### config.mk
export PLATFORM = sky130hd
export DESIGN_NAME = pipa_moding_gen
export DESIGN_NICKNAME = d
export VERILOG_FILES = /design/src/rtl/pipa_pkg.sv /design/src/rtl/pipa_edge_sync.sv /design/src/rtl/pipa_moding_gen.sv
export SDC_FILE = /design/constraint.sdc
export NUM_CORES = 1
export LEC_CHECK = 0
export CAP_MARGIN = 20
export CORE_MARGIN = 1
export CORE_UTILIZATION = 50
export DETAILED_ROUTE_END_ITERATION = 12
export DONT_BUFFER_PORTS = 1
export SYNTH_ARGS = -nofsm -noshare
export SYNTH_HDL_FRONTEND = slang
export SYNTH_SLANG_ARGS = --single-unit
### constraint.sdc
create_clock -name SIM_CLK -period 3.4 [get_ports SIM_CLK]
set_input_delay 1.02 -clock SIM_CLK [delete_from_list [all_inputs] [get_ports SIM_CLK]]
set_output_delay 1.02 -clock SIM_CLK [all_outputs]
set_load 0.01 [all_outputs]
### src/rtl/pipa_pkg.sv
// rtl/pipa_pkg.sv - shared defaults and helpers for the PIPA moding generator
package pipa_pkg;

  localparam int PIPA_DEF_LEN  = 6;
  localparam int PIPA_DEF_PLUS = 3;
  // Widest phase counter the clamp helper handles; callers zero-extend into it.
  localparam int PIPA_CFG_W    = 8;

  typedef struct packed {
    logic [PIPA_CFG_W-1:0] len;
    logic [PIPA_CFG_W-1:0] plus;
    logic                  err;
  } clamp_t;

  // Frame length floor is 2; plus slots cannot exceed the (clamped) frame length.
  function automatic clamp_t clamp_cfg(input logic [PIPA_CFG_W-1:0] len,
                                       input logic [PIPA_CFG_W-1:0] plus);
    clamp_t r;
    r.err  = 1'b0;
    r.len  = len;
    r.plus = plus;
    if (len < PIPA_CFG_W'(2)) begin
      r.len = PIPA_CFG_W'(2);
      r.err = 1'b1;
    end
    if (plus > r.len) begin
      r.plus = r.len;
      r.err  = 1'b1;
    end
    return r;
  endfunction

  // Saturating +/-1 on a sign-extended accumulator of acc_w significant bits.
  function automatic logic signed [31:0] sat_inc(input logic signed [31:0] acc,
                                                 input logic               dir,
                                                 input int                 acc_w);
    logic signed [31:0] hi;
    logic signed [31:0] lo;
    hi = (32'sd1 <<< (acc_w - 1)) - 32'sd1;
    lo = -hi - 32'sd1;
    if (dir) return (acc >= hi) ? acc : acc + 32'sd1;
    return (acc <= lo) ? acc : acc - 32'sd1;
  endfunction

endpackage

### src/rtl/pipa_edge_sync.sv
// rtl/pipa_edge_sync.sv - two-flop synchroniser with rising-edge pulse
module pipa_edge_sync (
  input  logic clk,
  input  logic rst_n,
  input  logic din,
  output logic rise
);

  logic s1;
  logic s2;
  logic s3;

  always_ff @(posedge clk or negedge rst_n) begin
    if (!rst_n) begin
      s1 <= 1'b0;
      s2 <= 1'b0;
      s3 <= 1'b0;
    end else begin
      s1 <= din;
      s2 <= s1;
      s3 <= s2;
    end
  end

  assign rise = s2 & ~s3;

endmodule

### src/rtl/pipa_moding_gen.sv
// rtl/pipa_moding_gen.sv - programmable plus/minus PIPA moding generator
module pipa_moding_gen #(
  parameter int NCHAN   = 3,
  parameter int PHASE_W = 3,
  parameter int ACC_W   = 16
) (
  input  logic                     SIM_CLK,
  input  logic                     SIM_RST_n,
  input  logic                     en,
  input  logic                     PIPASW,
  input  logic                     PIPDAT,
  input  logic                     cfg_valid,
  output logic                     cfg_ready,
  input  logic [PHASE_W-1:0]       cfg_len,
  input  logic [NCHAN*PHASE_W-1:0] cfg_plus,
  output logic [NCHAN-1:0]         PIPAp,
  output logic [NCHAN-1:0]         PIPAm,
  output logic                     frame_start,
  output logic [NCHAN*ACC_W-1:0]   net_count,
  output logic                     cfg_err
);

  import pipa_pkg::*;

  logic sw_rise;
  logic dat_rise;

  pipa_edge_sync u_sw_sync (
    .clk   (SIM_CLK),
    .rst_n (SIM_RST_n),
    .din   (PIPASW),
    .rise  (sw_rise)
  );

  pipa_edge_sync u_dat_sync (
    .clk   (SIM_CLK),
    .rst_n (SIM_RST_n),
    .din   (PIPDAT),
    .rise  (dat_rise)
  );

  logic [PHASE_W-1:0]       phase;
  logic [PHASE_W-1:0]       len_act;
  logic [PHASE_W-1:0]       len_shd;
  logic [PHASE_W-1:0]       last_phase;
  logic [PHASE_W-1:0]       len_clamped;
  logic [NCHAN*PHASE_W-1:0] plus_act;
  logic [NCHAN*PHASE_W-1:0] plus_shd;
  logic [NCHAN*PHASE_W-1:0] plus_clamped;
  logic [NCHAN-1:0]         ch_err;
  logic [NCHAN-1:0]         plus_sel;
  logic                     shd_valid;
  logic                     wrap;
  logic                     accept;
  logic                     apply;
  logic                     len_err;
  clamp_t                   len_chk;
  logic                     unused_len_chk;

  assign last_phase = len_act - PHASE_W'(1);
  assign wrap       = en & sw_rise & (phase == last_phase);
  assign accept     = cfg_valid & ~shd_valid;
  // Shadow becomes live at a frame boundary, or at once while the generator is idle.
  assign apply      = shd_valid & (wrap | ~en);
  assign cfg_ready  = ~shd_valid;

  assign len_chk        = clamp_cfg(PIPA_CFG_W'(cfg_len), '0);
  assign len_clamped    = len_chk.len[PHASE_W-1:0];
  assign len_err        = len_chk.err;
  assign unused_len_chk = ^len_chk;

  for (genvar i = 0; i < NCHAN; i++) begin : g_clamp
    clamp_t c;
    logic   unused_bits;
    assign c = clamp_cfg(PIPA_CFG_W'(cfg_len), PIPA_CFG_W'(cfg_plus[i*PHASE_W +: PHASE_W]));
    assign plus_clamped[i*PHASE_W +: PHASE_W] = c.plus[PHASE_W-1:0];
    assign ch_err[i]   = c.err;
    assign unused_bits = ^c;
  end

  always_ff @(posedge SIM_CLK or negedge SIM_RST_n) begin
    if (!SIM_RST_n) begin
      phase       <= '0;
      len_act     <= PHASE_W'(PIPA_DEF_LEN);
      plus_act    <= {NCHAN{PHASE_W'(PIPA_DEF_PLUS)}};
      len_shd     <= '0;
      plus_shd    <= '0;
      shd_valid   <= 1'b0;
      cfg_err     <= 1'b0;
      frame_start <= 1'b0;
    end else begin
      frame_start <= wrap;
      if (!en) begin
        phase <= '0;
      end else if (sw_rise) begin
        phase <= (phase == last_phase) ? '0 : phase + PHASE_W'(1);
      end
      if (accept) begin
        len_shd   <= len_clamped;
        plus_shd  <= plus_clamped;
        shd_valid <= 1'b1;
        cfg_err   <= cfg_err | len_err | (|ch_err);
      end else if (apply) begin
        shd_valid <= 1'b0;
      end
      if (apply) begin
        len_act  <= len_shd;
        plus_act <= plus_shd;
      end
    end
  end

  for (genvar i = 0; i < NCHAN; i++) begin : g_chan
    logic                    sel;
    logic signed [ACC_W-1:0] cnt;
    logic signed [31:0]      cnt_nxt;
    logic                    unused_nxt;

    // Count direction uses the registered slot select, i.e. the pre-step value.
    assign cnt_nxt    = sat_inc(32'(cnt), sel, ACC_W);
    assign unused_nxt = ^cnt_nxt;

    always_ff @(posedge SIM_CLK or negedge SIM_RST_n) begin
      if (!SIM_RST_n) begin
        sel <= (PIPA_DEF_PLUS > 0);
        cnt <= '0;
      end else begin
        sel <= (phase < plus_act[i*PHASE_W +: PHASE_W]);
        if (en && dat_rise) cnt <= cnt_nxt[ACC_W-1:0];
      end
    end

    assign plus_sel[i]                  = sel;
    assign net_count[i*ACC_W +: ACC_W] = cnt;
  end

  assign PIPAp = {NCHAN{en & PIPDAT}} & plus_sel;
  assign PIPAm = {NCHAN{en & PIPDAT}} & ~plus_sel;

endmodule

==> out/results.ini, run 1 <==
[power_and_ir_drop]
design_power_total_mw=6.736
irDropWorstVdd_uv=557.0
p_per_cell_area_mw_per_mm2=1070
pleak_nw=2.864

[routing]
via_count=4548
remaining_drc_errors=0
drt_first_iter_violations=230
detail_route_met2_wl_mm=6.004
ant_nets=0
topRoutingLayerUsed=met4
drt_first_pass_iters=4
route.detailed.vias_per_inst=5.899
drt_wl_total_mm=12.51
dr_wl_met3_um=623
routedLengthMet1_mm=5.735
route.detailed.wl_per_inst_um=16.22

[finish]
area.sequential_mm2=0.002191
antenna_diode_instance_count=0
postLayoutCoreUtil=0.5536
mostFrequentLayoutCells=dfrtp_1, nand2_1, o21ai_0
final_net_count=700
n_fill_cell=1016
area_growth_syn_to_layout_pct=7.915
stdcell_count=771
mostFrequentLayoutCell=dfrtp_1
final_layout_size_suffix_gt1_frac=0.1019
post-route-cell-area_mm2=0.006295
multi_input_area_mm2=0.003472

[synth]
synth.top_cell.area_share=0.3260
synth.cell_area_mm2=0.005833
synth_area_leader_cell=dfrtp_1
postSynthNetCount=694
number_of_library_cell_types_mapped_by_synthesis=65
synthesis.yosys.warnings=0
synth.area.top_cells=dfrtp_1, ha_1, o21ai_0, dfstp_2, nand2_1
syn_area_cell_um2=9.454
synth_flop_cell=dfrtp_1
synth_seq_cells=87
netlist_instances=617
synth_async_sr_flop_share=1.000
synth_sequential_area_ratio=0.3756
synth_edf_count=0

[timing]
tns_ns=0
worst-slew-pin-transition_ns=0.5804
period_minus_slack_ns=3.020
final-setup-viol-count=0
max_freq_mhz=331.1
fin_crit_sh=0.8884
postLayoutSetupSlackWorst_ns=0.3795
slew_violations=0
report.final.hold_viol_count=0
relSlewSlack=0.6121
rsz0062_at_grt=false
final.setup_skew_ns=0.009151
final.hold.worst_slack_ns=0.3526

[cts]
cts_tree=yes
post_cts.resized_instances=0
hold_buffers=0
insertion_delay_ns=0.35
cts_setup_buffers=0
clock_tree.buffer_depth=2
cts_bufs_inserted=9
clock_sinks=87
maximum_level_of_the_cts_h_tree=3
worst_setup_hold_path_clk_slew_ns=0.07
cts_root_buf=clkbuf_16

[floorplanning]
floorplan.die.height_um=110.0
floorplan.core_area_mm2=0.01137
row_count=39
floorplan.initialDensity=0.5130
fp.dieArea_mm2=0.01210
io_pins=75
die_width_um=110.0

[global_routing]
grt_util_all_layers=0.2188
largest_net_degree_at_the_start_of_global_routing=88
grt_pass1_wl_mm=20.62
number_of_antenna_violations_at_the_first_check_in_global_routing=0
grt.overflow.total=0
grt_pass1_vias=4489

[critical_path]
worst_path_max_delay_cell=dfstp_2
r2r_slack_ns=0.38
cpPeakStageDelay_ns=0.58
ordered_list_of_cells_on_the_worst_path=inv_1 > ha_1 > a211oi_2 > o21bai_1 > a2111oi_4 > o211ai_1 > o22ai_1 > mux2i_1 > mux2_2
r2r.worst_path.cells=9
critical_path_required_ns=3.63
setup.worst_path.class=reg2reg
worst_setup_path_end_kind=register
cp_max_fo=17
arrival_ns=3.25
critical_path_launch_point_type=register

[hold_path]
worst_hold_path.num_cells=0
worstHoldPathType=reg2reg

[placement]
dpl_worst_slack_ns=0.3771
place_area_mm2=0.005981
io_buffer_count=0
finalWeightedCongestion=0.8357
post-place-cells=755
detailedPlacementHpwl_mm=9.345

[flow_run]
drv_cap=0

[status]
run_status=finished, final reports clean

-- state kept, by name (all words and copies together) (netlist names) --
name           cells
u_dat_sync.s3      1
g_chan.cnt        48
len_shd            3
plus_act           9
u_sw_sync.s1       1
cfg_err            1
len_act            3
shd_valid          1
g_chan.sel         3
u_sw_sync.s3       1
u_sw_sync.s2       1
u_dat_sync.s2      1
phase              3
u_dat_sync.s1      1
plus_shd           9
frame_start        1
-- final cells by class --
type / instances / area share
repair buffers: 5 / 0.005963
flip-flops and latches: 87 / 0.3480
well taps: 143 / 0.02842
clock inverters: 6 / 0.01193
clock buffers: 10 / 0.03796
multi-input cells: 493 / 0.5516
inverters: 27 / 0.01610
-- final timing paths --
kind | startpoint | endpoint
max | g_chan[1].sel | g_chan[1].cnt[15]
min | u_dat_sync.s1 | u_dat_sync.s2
max reg2reg | g_chan[1].sel | g_chan[1].cnt[15]
min reg2reg | u_dat_sync.s1 | u_dat_sync.s2
max in group asynchronous | SIM_RST_n | plus_act[6]
min in group asynchronous | SIM_RST_n | g_chan[0].cnt[14]
-- report_power, final --
part	internal (mW)	leakage (nW)	switching, mW
clock	0.604	0.157	0.442
sequential	1.50	1.05	0.682
combinational	1.63	1.66	1.88
total	3.73	2.86	3.00
-- synth_stat cells, types with 2 or more instances --
cell	instances
a21oi_1	37
a211oi_1	4
dfrtp_1	76
mux2i_1	5
o21a_1	10
o211ai_1	9
buf_6	4
nor2b_1	6
fa_1	3
dfstp_2	11
nor3_1	11
or4_1	4
xnor2_1	18
o21ai_0	63
and2_1	2
and4_1	3
nand2b_1	9
o22ai_1	3
a211o_1	5
clkbuf_1	4
nor4b_1	2
xor2_1	25
a22oi_1	4
o31ai_1	3
nand3_1	10
mux2_2	19
a31oi_1	5
o2111ai_1	2
a21o_1	14
nor4_1	12
nand2_1	68
inv_1	26
ha_1	56
nor2_1	38
nand4_1	12
nand2_2	2
or2_2	2
maj3_1	3
-- critical path, delay by kind of cell, from the launching register on --
| family | cells | cell delay, ns |
|---|---|---|
| buf+inv | 1 | 0.27 |
| flops | 1 | 0.58 |
| compound gates | 5 | 1.08 |
| fa+ha+maj | 1 | 0.42 |
| mux | 2 | 0.56 |
-- cell families (layout without fill, tap and decap cells) --
| group | count (synthesis) | count (layout) | share of synthesized area |
|---|---|---|---|
| adders and majority gates | 62 | 62 | 0.1356 |
| xor gates and xnor gates | 43 | 43 | 0.06456 |
| buffers and inverters | 37 | 48 | 0.02917 |
| muxes | 24 | 24 | 0.04526 |
| AOI/OAI and AO/OA | 178 | 178 | 0.1967 |
| DFF | 87 | 87 | 0.3756 |
| and+or+nand+nor | 186 | 186 | 0.1532 |
-- routing by layer --
metal	up-vias	GRT usage
li1	2289	-
met1	2166	0.2687
met2	79	0.3777
met3	14	0.04997
met4	0	0.07333
met5	-	0
Note: power is estimated with default switching activity, not from simulation.
==> inputs of run 2 (changes only) <==
- CORE_MARGIN: 1 -> 4
==> run 2 against run 1 <==
Register-to-register slack gained 0.08 ns. Worst setup slack gained 0.081 ns. Via count grew 0.31%. Clock-buffer cell count is the same. Largest power group unchanged.
==> out/results.ini, run 2 (synthesis results as in run 1) <==
[timing]
slew_violations=0
final.hold.worst_slack_ns=0.3477
final-setup-viol-count=0
final.setup_skew_ns=0.007893
report.final.hold_viol_count=0
rsz0062_at_grt=false
relSlewSlack=0.5921
period_minus_slack_ns=2.940
tns_ns=0
max_freq_mhz=340.1
postLayoutSetupSlackWorst_ns=0.4601
worst-slew-pin-transition_ns=0.6103
fin_crit_sh=0.8647

[critical_path]
arrival_ns=3.14
endpoint_of_the_most_critical_setup_path=g_chan[2].cnt[11]
cp_max_fo=15
rr_startpoint=g_chan[2].sel
cpPeakStageDelay_ns=0.60
setup.worst_path.start=g_chan[2].sel
ordered_list_of_cells_on_the_worst_path=inv_1 > ha_1 > a21o_1 > and4_1 > o311ai_2 > a21oi_1 > a221oi_1 > xor2_1 > o21ai_0
critical_path_required_ns=3.60
setup.worst_path.class=reg2reg
r2r-end=g_chan[2].cnt[11]
worst_path_max_delay_cell=dfstp_2
r2r_slack_ns=0.46
critical_path_launch_point_type=register
worst_setup_path_end_kind=register
r2r.worst_path.cells=9

[routing]
ant_nets=0
drt_first_iter_violations=303
drt_wl_total_mm=12.81
via_count=4562
drt_first_pass_iters=4
remaining_drc_errors=0
route.detailed.wl_per_inst_um=16.59
route.detailed.vias_per_inst=5.909

[power_and_ir_drop]
p_clk_frac=0.147
power.net_switching_mw=3.006
irDropWorstVdd_uv=672.5
cellInternalPower_mw=3.658
share_comb_of_total_power=0.525
p_per_cell_area_mw_per_mm2=1061
swShare=0.4510
sequential_power_share=0.328
pleak_nw=2.858

[floorplanning]
io_pins=75
floorplan.core_area_mm2=0.01142
fp.dieArea_mm2=0.01346
floorplan.die.height_um=116.0
floorplan.initialDensity=0.5108
row_count=39
die_width_um=116.0

[cts]
clock_tree.buffer_depth=2
cts_bufs_inserted=9
cts_setup_buffers=0
hold_buffers=0
cts_tree=yes
clock_sinks=87
post_cts.resized_instances=0
worst_setup_hold_path_clk_slew_ns=0.07
insertion_delay_ns=0.34
cts_root_buf=clkbuf_16
maximum_level_of_the_cts_h_tree=3

[hold_path]
worstHoldPathType=reg2reg
worst_hold_path.num_cells=0

[placement]
dpl_worst_slack_ns=0.3678
finalWeightedCongestion=0.8788
io_buffer_count=0
place_area_mm2=0.005988
detailedPlacementHpwl_mm=9.640

[global_routing]
number_of_antenna_violations_at_the_first_check_in_global_routing=0
met3_usage=0.05535
grt_pass1_wl_mm=21.56
grt_util_all_layers=0.1991
grt_pass1_vias=4439
largest_net_degree_at_the_start_of_global_routing=88
grt_util_met2=0.3153
grt.overflow.total=0
globalRoute.busiestLayer=met2
globalRouteMet1Util=0.2621

[finish]
top_register=g_chan.cnt
mostFrequentLayoutCell=dfrtp_1
final_net_count=701
mostFrequentLayoutCells=dfrtp_1, nand2_1, o21ai_0
largest_register_ff_count=48
antenna_diode_instance_count=0
area_growth_syn_to_layout_pct=7.636
reg.largest.list=g_chan.cnt: 48 flops, plus_act: 9 flops, plus_shd: 9 flops
post-route-cell-area_mm2=0.006279
final_layout_size_suffix_gt1_frac=0.1033

[status]
run_status=finished, final reports clean

[flow_run]
drv_cap=0

[run 2: cell count changes in the layout (fill, tap and decap cells not counted)]
cell,previous run,this run
buf_4,5,6
bufinv_16,1,0
clkinv_4,0,1
inv_6,2,3
inv_8,2,1
[run 2: power by group through the flow]
stage	sequential (mW)	combinational, mW	clock [mW]
CTS	2.20	3.50	1.01
global route	2.28	4.00	1.06
global placement	2.21	3.40	0
detailed placement	2.22	3.49	0
finish	2.19	3.50	0.978
floorplan	2.01	2.91	0
[run 2: worst min-delay path by stage]
| stage | startpoint | to |
|---|---|---|
| after floorplan | u_dat_sync.s1 | u_dat_sync.s2 |
| after global placement | u_sw_sync.s1 | u_sw_sync.s2 |
| after detailed placement | u_sw_sync.s1 | u_sw_sync.s2 |
| after CTS | SIM_RST_n | g_chan[0].cnt[10] |
| after global routing | SIM_RST_n | g_chan[0].cnt[9] |
| final | u_sw_sync.s1 | u_sw_sync.s2 |
[run 2: worst max-delay path, delay by kind of cell (launching register included)]
family                     cells  cell delay (ns)
and+or+nand+nor                1             0.22
buffers and inverters          1             0.27
xor gates and xnor gates       1             0.17
AOI/OAI and AO/OA              5             1.17
DFF                            1             0.60
adders and majority gates      1             0.37
[run 2: layer usage]
metal  wire [um]  part of all wire  vias up
met5           0                 0        -
met4         220             0.017        0
met3         776             0.061       18
met2        6054              0.47      100
met1        5758              0.45     2161
li1            -                 -     2283
[run 2: cell type report]
cell class	count	area, um2
Clock buffer	10	239.0
Fill cell	1016	5140
Tap cell	143	178.9
Clock inverter	6	51.30
Multi-Input combinational cell	493	3472
Timing Repair Buffer	6	45.04
Inverter	27	101.3
Sequential cell	87	2191
[run 2: metrics by stage]
| stage | total power [mW] | utilization | instances |
|---|---|---|---|
| detailed placement | 5.708 | 0.5244 | 756 |
| finish | 6.664 | 0.5499 | 772 |
| floorplan | 4.925 | - | 617 |
| global route | 7.337 | 0.5499 | 772 |
| global placement | 5.603 | 0.5244 | 756 |
| CTS | 6.720 | 0.5499 | 772 |
